[src/rtl/mem_data_pkg.sv]
`default_nettype none
// ============================================================================
//  Module   : mem_data_pkg
//  Purpose  : Shared encodings for the data memory unit: access-size codes,
//             clear-sequencer state values and the alignment rule.
//  Revision : 1.0 - initial release
// ============================================================================
package mem_data_pkg;

    // Access size encoding on i_mem_size
    localparam logic [1:0] SZ_BYTE = 2'b00;
    localparam logic [1:0] SZ_HALF = 2'b01;
    localparam logic [1:0] SZ_WORD = 2'b10;
    localparam logic [1:0] SZ_RSVD = 2'b11;

    // Clear sequencer states
    typedef enum logic [0:0] {
        CLR_IDLE  = 1'b0,
        CLR_CLEAR = 1'b1
    } clr_state_e;

    // An access is misaligned when it does not sit on its natural boundary.
    // The reserved size code is reported the same way so that it is never
    // committed or returned.
    function automatic logic is_misaligned(input logic [1:0] size,
                                           input logic [1:0] addr_lo);
        logic mis;
        mis = 1'b1;
        case (size)
            SZ_BYTE: mis = 1'b0;
            SZ_HALF: mis = addr_lo[0];
            SZ_WORD: mis = (addr_lo != 2'b00);
            default: mis = 1'b1;
        endcase
        return mis;
    endfunction

endpackage
`default_nettype wire

[src/rtl/mem_data_clr.sv]
`default_nettype none
// ============================================================================
//  Module   : mem_data_clr
//  Purpose  : Clear sequencer. Walks every word of the data memory once,
//             one word per clock, asserting a write strobe for the word
//             currently being zeroed.
//  Ports    : i_clk      - clock
//             i_reset    - synchronous active-high reset, starts a clear
//             i_clear    - single-cycle clear request (honoured in IDLE)
//             o_busy     - clear sequence in progress
//             o_clr_we   - zero the word at o_clr_idx on this edge
//             o_clr_idx  - word index being zeroed
//  Revision : 1.0 - initial release
// ============================================================================
module mem_data_clr
    import mem_data_pkg::*;
#(
    parameter int DEPTH_BYTES = 256,
    parameter int WORD_AW     = $clog2(DEPTH_BYTES) - 2
) (
    input  logic               i_clk,
    input  logic               i_reset,
    input  logic               i_clear,
    output logic               o_busy,
    output logic               o_clr_we,
    output logic [WORD_AW-1:0] o_clr_idx
);

    localparam logic [0:0]         c_ST_IDLE  = CLR_IDLE;
    localparam logic [0:0]         c_ST_CLEAR = CLR_CLEAR;
    localparam logic [WORD_AW-1:0] c_LAST_IDX = WORD_AW'(DEPTH_BYTES / 4 - 1);

    logic [0:0]         r_state;
    logic [WORD_AW-1:0] r_idx;

    // Reset always (re)starts the walk from word 0, even mid-clear, so the
    // memory is guaranteed zero when busy first drops after reset.
    always_ff @(posedge i_clk) begin
        if (i_reset) begin
            r_state <= c_ST_CLEAR;
            r_idx   <= '0;
        end else begin
            case (r_state)
                c_ST_IDLE: begin
                    if (i_clear) begin
                        r_state <= c_ST_CLEAR;
                        r_idx   <= '0;
                    end
                end
                c_ST_CLEAR: begin
                    // Further clear requests are ignored; the walk finishes.
                    r_idx <= r_idx + WORD_AW'(1);
                    if (r_idx == c_LAST_IDX) begin
                        r_state <= c_ST_IDLE;
                    end
                end
                default: begin
                    r_state <= c_ST_IDLE;
                end
            endcase
        end
    end

    assign o_busy    = (r_state == c_ST_CLEAR);
    assign o_clr_we  = (r_state == c_ST_CLEAR);
    assign o_clr_idx = r_idx;

endmodule
`default_nettype wire

[src/rtl/mem_data_unit.sv]
`default_nettype none
// ============================================================================
//  Module   : mem_data_unit
//  Purpose  : Byte-addressed little-endian data memory with zero-latency
//             loads (sign/zero extended), byte/half/word stores, alignment
//             detection, a debug word-read port and a sequenced clear.
//  Ports    : i_clk, i_reset        - clock, synchronous active-high reset
//             i_mem_addr            - load/store byte address
//             i_mem_data_in         - right-aligned store data
//             i_mem_write_enable    - store request this cycle
//             i_mem_size            - 00 byte, 01 half, 10 word, 11 reserved
//             i_mem_unsigned        - load zero-extend (1) / sign-extend (0)
//             i_clear               - request to re-zero the memory
//             i_du_mem_addr         - debug word address
//             o_mem_data_out        - extended load data
//             o_du_mem_data         - debug read word
//             o_misaligned          - misaligned or reserved-size access
//             o_busy                - clear sequence running
//  Revision : 1.0 - initial release
// ============================================================================
module mem_data_unit
    import mem_data_pkg::*;
#(
    parameter int DEPTH_BYTES = 256,
    parameter int LOCAL_AW    = $clog2(DEPTH_BYTES)
) (
    input  logic        i_clk,
    input  logic        i_reset,
    input  logic [31:0] i_mem_addr,
    input  logic [31:0] i_mem_data_in,
    input  logic        i_mem_write_enable,
    input  logic [1:0]  i_mem_size,
    input  logic        i_mem_unsigned,
    input  logic        i_clear,
    input  logic [31:0] i_du_mem_addr,
    output logic [31:0] o_mem_data_out,
    output logic [31:0] o_du_mem_data,
    output logic        o_misaligned,
    output logic        o_busy
);

    localparam int c_WORD_AW = LOCAL_AW - 2;

    // Byte storage; never reset in bulk, only zeroed by the clear walk.
    logic [7:0] r_mem [DEPTH_BYTES];

    logic                 w_busy;
    logic                 w_clr_we;
    logic [c_WORD_AW-1:0] w_clr_idx;
    logic                 w_misaligned;
    logic [c_WORD_AW-1:0] w_word_idx;
    logic [c_WORD_AW-1:0] w_du_idx;
    logic [31:0]          w_rd_word;
    logic [7:0]           w_byte;
    logic [15:0]          w_half;
    logic [31:0]          w_load;
    logic                 w_store;
    logic [3:0]           w_be;
    logic [31:0]          w_wdata;
    logic                 w_unused;

    // ------------------------------------------------------------------
    // Clear sequencer
    // ------------------------------------------------------------------
    mem_data_clr #(
        .DEPTH_BYTES (DEPTH_BYTES),
        .WORD_AW     (c_WORD_AW)
    ) u_clr (
        .i_clk     (i_clk),
        .i_reset   (i_reset),
        .i_clear   (i_clear),
        .o_busy    (w_busy),
        .o_clr_we  (w_clr_we),
        .o_clr_idx (w_clr_idx)
    );

    // ------------------------------------------------------------------
    // Addressing: upper address bits are ignored, so accesses wrap.
    // ------------------------------------------------------------------
    assign w_misaligned = is_misaligned(i_mem_size, i_mem_addr[1:0]);
    assign w_word_idx   = i_mem_addr[LOCAL_AW-1:2];
    assign w_du_idx     = i_du_mem_addr[LOCAL_AW-1:2];

    assign w_rd_word = {r_mem[{w_word_idx, 2'd3}], r_mem[{w_word_idx, 2'd2}],
                        r_mem[{w_word_idx, 2'd1}], r_mem[{w_word_idx, 2'd0}]};

    assign o_du_mem_data = {r_mem[{w_du_idx, 2'd3}], r_mem[{w_du_idx, 2'd2}],
                            r_mem[{w_du_idx, 2'd1}], r_mem[{w_du_idx, 2'd0}]};

    // ------------------------------------------------------------------
    // Load path: lane select then extend. Aligned halves only ever sit in
    // the low or high half of the containing word.
    // ------------------------------------------------------------------
    always_comb begin
        w_byte = 8'h00;
        w_half = 16'h0000;
        w_load = 32'h0000_0000;

        case (i_mem_addr[1:0])
            2'd0:    w_byte = w_rd_word[7:0];
            2'd1:    w_byte = w_rd_word[15:8];
            2'd2:    w_byte = w_rd_word[23:16];
            default: w_byte = w_rd_word[31:24];
        endcase
        w_half = i_mem_addr[1] ? w_rd_word[31:16] : w_rd_word[15:0];

        case (i_mem_size)
            SZ_BYTE: w_load = i_mem_unsigned ? {24'h000000, w_byte}
                                             : {{24{w_byte[7]}}, w_byte};
            SZ_HALF: w_load = i_mem_unsigned ? {16'h0000, w_half}
                                             : {{16{w_half[15]}}, w_half};
            SZ_WORD: w_load = w_rd_word;
            default: w_load = 32'h0000_0000;
        endcase

        if (w_misaligned || w_busy) begin
            w_load = 32'h0000_0000;
        end
    end

    assign o_mem_data_out = w_load;
    assign o_misaligned   = w_misaligned;
    assign o_busy         = w_busy;

    // ------------------------------------------------------------------
    // Store path: replicate the right-aligned data across the lanes and
    // let the byte enables pick which lanes land in memory.
    // ------------------------------------------------------------------
    always_comb begin
        w_be    = 4'b0000;
        w_wdata = i_mem_data_in;
        case (i_mem_size)
            SZ_BYTE: begin
                w_be    = 4'b0001 << i_mem_addr[1:0];
                w_wdata = {4{i_mem_data_in[7:0]}};
            end
            SZ_HALF: begin
                w_be    = i_mem_addr[1] ? 4'b1100 : 4'b0011;
                w_wdata = {2{i_mem_data_in[15:0]}};
            end
            SZ_WORD: begin
                w_be    = 4'b1111;
                w_wdata = i_mem_data_in;
            end
            default: begin
                w_be    = 4'b0000;
                w_wdata = i_mem_data_in;
            end
        endcase
    end

    // A clear request or reset on the same edge takes priority over a store.
    assign w_store = i_mem_write_enable & ~w_misaligned & ~w_busy
                   & ~i_clear & ~i_reset;

    always_ff @(posedge i_clk) begin
        for (int l = 0; l < 4; l++) begin
            if (w_clr_we) begin
                r_mem[{w_clr_idx, 2'(l)}] <= 8'h00;
            end else if (w_store && w_be[l]) begin
                r_mem[{w_word_idx, 2'(l)}] <= w_wdata[8*l +: 8];
            end
        end
    end

    // Address bits outside the memory window are intentionally ignored.
    assign w_unused = ^{i_mem_addr[31:LOCAL_AW], i_du_mem_addr[31:LOCAL_AW],
                        i_du_mem_addr[1:0]};

endmodule
`default_nettype wire

[config.mk]
export PLATFORM = sky130hd
export DESIGN_NAME = mem_data_unit
export DESIGN_NICKNAME = d
export VERILOG_FILES = /design/src/rtl/mem_data_pkg.sv /design/src/rtl/mem_data_clr.sv /design/src/rtl/mem_data_unit.sv
export SDC_FILE = /design/constraint.sdc
export NUM_CORES = 2
export LEC_CHECK = 0
export BUFFER_PORTS_ARGS = -buffer_cell sky130_fd_sc_hd__buf_2
export CORE_UTILIZATION = 44
export DETAILED_ROUTE_END_ITERATION = 10
export GPL_ROUTABILITY_DRIVEN = 1
export PLACE_DENSITY = 0.6
export SLEW_MARGIN = 30
export SYNTH_ARGS = -nofsm -noshare
export SYNTH_HDL_FRONTEND = slang
export SYNTH_HIERARCHICAL = 1
export SYNTH_SLANG_ARGS = --single-unit
[constraint.sdc]
create_clock -name i_clk -period 5.8 [get_ports i_clk]
set_input_delay 0.29 -clock i_clk [delete_from_list [all_inputs] [get_ports i_clk]]
set_output_delay 0.29 -clock i_clk [all_outputs]
set_load 0.02 [all_outputs]
==> metrics.md <==
| Metric | Value |
|---|---|
| Clk slew on worst S/H paths | `0.06 ns` |
| Synth Warn # | `6` |
| Clk_lat worst skew | `0.88 ns` |
| Crit. End Element | `output port` |
| Gpl congestion | `0.917` |
| Clock skew | `0.0360 ns` |
| Fin. max-slew vios | `0` |
| Starting density of the core | `0.445` |
| CTS-repair resized insts | `0` |
| Final Cell Area | `110,000 um^2` |
| Status | `completed` |
| GR Util All Layers | `0.283` |
| Nets@finish | `between 5k and 6k` |
| Mapped cell area | `97,000 um^2` |
| Critical path type | `input port to output port` |
| TritonRoute pass-1 iters | `5` |
| First-pass GRT wire length | `436,000 um` |
| Total CTS buffers | `between 200 and 250` |
| Power per Cell Area | `295 nW/um^2` |
| Final Cycle Share | `0.845` |
| R2R depth | `5` |
| Clock sinks | `2,055` |
| Mean Syn Cell Area | `20.4 um^2` |
| Final Hold Fails | `0` |
| EDFF count, synth | `2,048` |
| Clock period minus worst slack | `4.90 ns` |
| Lkg Pwr | `33.5 nW` |
| Number of vias per cell | `just under 7` |
| Ys async rst share | `0` |
| Unique masters post-synth | `69` |
| Layout cell share with drive strength beyond 1 | `0.395` |
| FP Rows | `171` |
| CP startpoint | `i_mem_addr[2]` |
| Setup TNS | `0 ns` |
| Die extent in y | `472 um` |
| Max_cap viols | `0` |
| Hold Crit Start | `i_mem_data_in[3]` |
| Fillers | `17.3k` |
| RSZ-0062 raised after global routing | `no` |
| Cell with the most instances after synthesis | `edfxtp_1` |
| Routed Antenna Nets | `0` |
| FF+latch area | `61,600 um^2` |
| Synthesis-to-layout area growth | `13.0%` |
| CP startpoint kind | `input port` |
| Worst reg2reg startpoint | `u_clr/o_busy` |
| Area occupied by multi-input gates | `around 34,000 um^2` |
| Flops & latches, synth | `2,055` |
| Yosys top cell by area | `edfxtp_1` |
| Largest net degree at the start of global routing | `90` |
| PortBufs | `118` |
| Wire per inst | `39.1 um` |
| Mapped Cells | `4,752` |
| CP cell instances | `buf_8, buf_12, mux4_1, mux4_2, o21ai_0, a2bb2oi_1, buf_4, a22oi_1, nand4_1, buf_4, o211ai_1, buf_2` |
| Post-DP HPWL | `210,000 um` |
| Register area share after synthesis | `0.636` |
| Peak VDD IR | `~320 uV` |
| Root Buffer Master | `clkbuf_16` |
| Vias | `54.6k` |
| Top fanout value on the critical path | `57` |
| Io pins | `between 150 and 200` |
| Hold crit path type | `input port to flip-flop` |
| Most used cell, CP | `buf_4` |
| Synth top area share | `0.634` |
| Crit-path leading delay family | `buffers and inverters` |
| Primary FF master, synth | `edfxtp_1` |
| WHS Path Cells | `3` |
| F_max | `0.204 GHz` |
| Crit. path cell count | `12` |
| H-tree levels | `4` |
| Vias in the first global route | `54.6k` |
| CP required | `roughly 5.5 ns` |
| CTS tree | `yes` |
| Antenna violations before repair | `18` |
| Detailed Route Iter0 Violations | `between 7k and 8k` |
| CP max stage delay | `0.71 ns` |
| CP max-delay cell | `a2bb2oi_1` |
| WP data arrival | `around 4.6 ns` |
| Die Width | `472 um` |
| GR Overflow Total | `0` |
| Synth area leaders | `edfxtp_1, mux4_2, mux2i_1, nor2_1, clkbuf_1` |
| Max-Slew Margin vs Limit | `0.277` |
| Mapped Nets | `4,856` |
| Core area | `218,000 um^2` |
| Final count of negative-setup-slack endpoints | `0` |
| Commonest cells in the synthesized netlist | `edfxtp_1, mux4_2, nor2_1, clkbuf_1, nand2_1` |
| Post-placement cell area | `102,000 um^2` |
| Slew @ Worst Pin | `about 1.1 ns` |
| Clock Tree Buf Depth | `3` |
| Drc violations | `0` |
| Die Area | `between 200,000 and 250,000 um^2` |
| Final WL | `314,000 um` |
| WP buf/inv | `5` |
## layer usage
metal	vias to the layer above	track usage	wire (um)
met4	4	0.114	14000
met2	3019	0.448	151000
li1	21200	-	-
met5	-	0	21
met3	536	0.0552	27800
met1	29900	0.385	121000
## worst paths after layout
kind	slack, ns	endpoint
setup / recovery	0.90	o_mem_data_out[29]
setup reg to reg	1.44	r_mem[4][21]
hold reg to reg	0.69	u_clr/o_clr_idx[3]
hold / removal	0.09	r_mem[9][11]
## timing repair
action	CTS	global route
setup buffers	0	0
endpoints found under the hold margin	12	0
hold buffers	4	0
## per-stage QoR
| stage | power [W] | std cells | hold slack, ns | util | setup slack [ns] |
|---|---|---|---|---|---|
| after floorplan | 0.0177 | 4752 | 0.352 | - | 1.26 |
| after global placement | 0.0185 | 7578 | 0.567 | 0.467 | 0.447 |
| after detailed placement | 0.0185 | 7586 | 0.576 | 0.469 | 0.727 |
| after CTS | 0.0324 | 8000 | 0.0690 | 0.502 | 0.718 |
| after global routing | 0.0330 | 8008 | 0.0630 | 0.503 | 0.844 |
| final | 0.0323 | 8013 | 0.0929 | 0.503 | 0.899 |
## final cells by class
| type | count | share of cell area |
|---|---|---|
| Sequential cell | 2055 | 0.562 |
| Multi-Input combinational cell | 2307 | 0.311 |
| Clock buffer | 272 | 0.0524 |
| Tap cell | 2854 | 0.0326 |
| Timing Repair Buffer | 368 | 0.0287 |
| Clock inverter | 138 | 0.0125 |
| Inverter | 9 | 0.000354 |
| Antenna cell | 10 | 0.000228 |
## registers in the layout (all words and copies together) (netlist names)
register / count
u_clr/o_clr_idx: 6
u_clr/o_busy: 1
r_mem: 2048
## worst min-delay path, stage by stage
cell and delay, ns:
buf_2 0.24, nand2_1 0.16, a21oi_4 0.09
## layout by cell type (no fill, tap or decap), drive strengths merged, types with 6 or more instances in the layout
| cell | instances |
|---|---|
| buf | 363 |
| a211oi | 19 |
| nor2 | 326 |
| nor3 | 27 |
| o21ai | 31 |
| dfxtp | 7 |
| and3 | 8 |
| mux2 | 13 |
| a21oi | 77 |
| bufinv | 24 |
| inv | 14 |
| o31ai | 8 |
| o211ai | 9 |
| mux4 | 1194 |
| nand2b | 13 |
| a31oi | 18 |
| clkbuf | 273 |
| o221ai | 15 |
| nand2 | 166 |
| nor2b | 17 |
| a22o | 9 |
| o22ai | 20 |
| o22a | 6 |
| edfxtp | 2048 |
| clkinv | 103 |
| mux2i | 124 |
| clkinvlp | 6 |
| or2 | 8 |
| a22oi | 73 |
| and2 | 21 |
| a221oi | 6 |
| nand3 | 33 |
| diode | 10 |
| nand4 | 6 |
## logic make-up (layout without fill, tap and decap cells)
group,Yosys count,after routing,share of synthesized area
compound gates,329,329,0.0232
simple gates,646,646,0.0285
fa+ha+maj,1,1,0.000129
flops,2055,2055,0.636
buf+inv,390,787,0.0204
other cells,0,10,0
mux,1331,1331,0.292
## power breakdown
group,total [W],internal (W),switching (W)
combinational,0.00203,0.000715,0.00131
sequential,0.0162,0.0162,0.0000315
clock,0.0141,0.00807,0.00599
(Power assumes the default switching activity.)
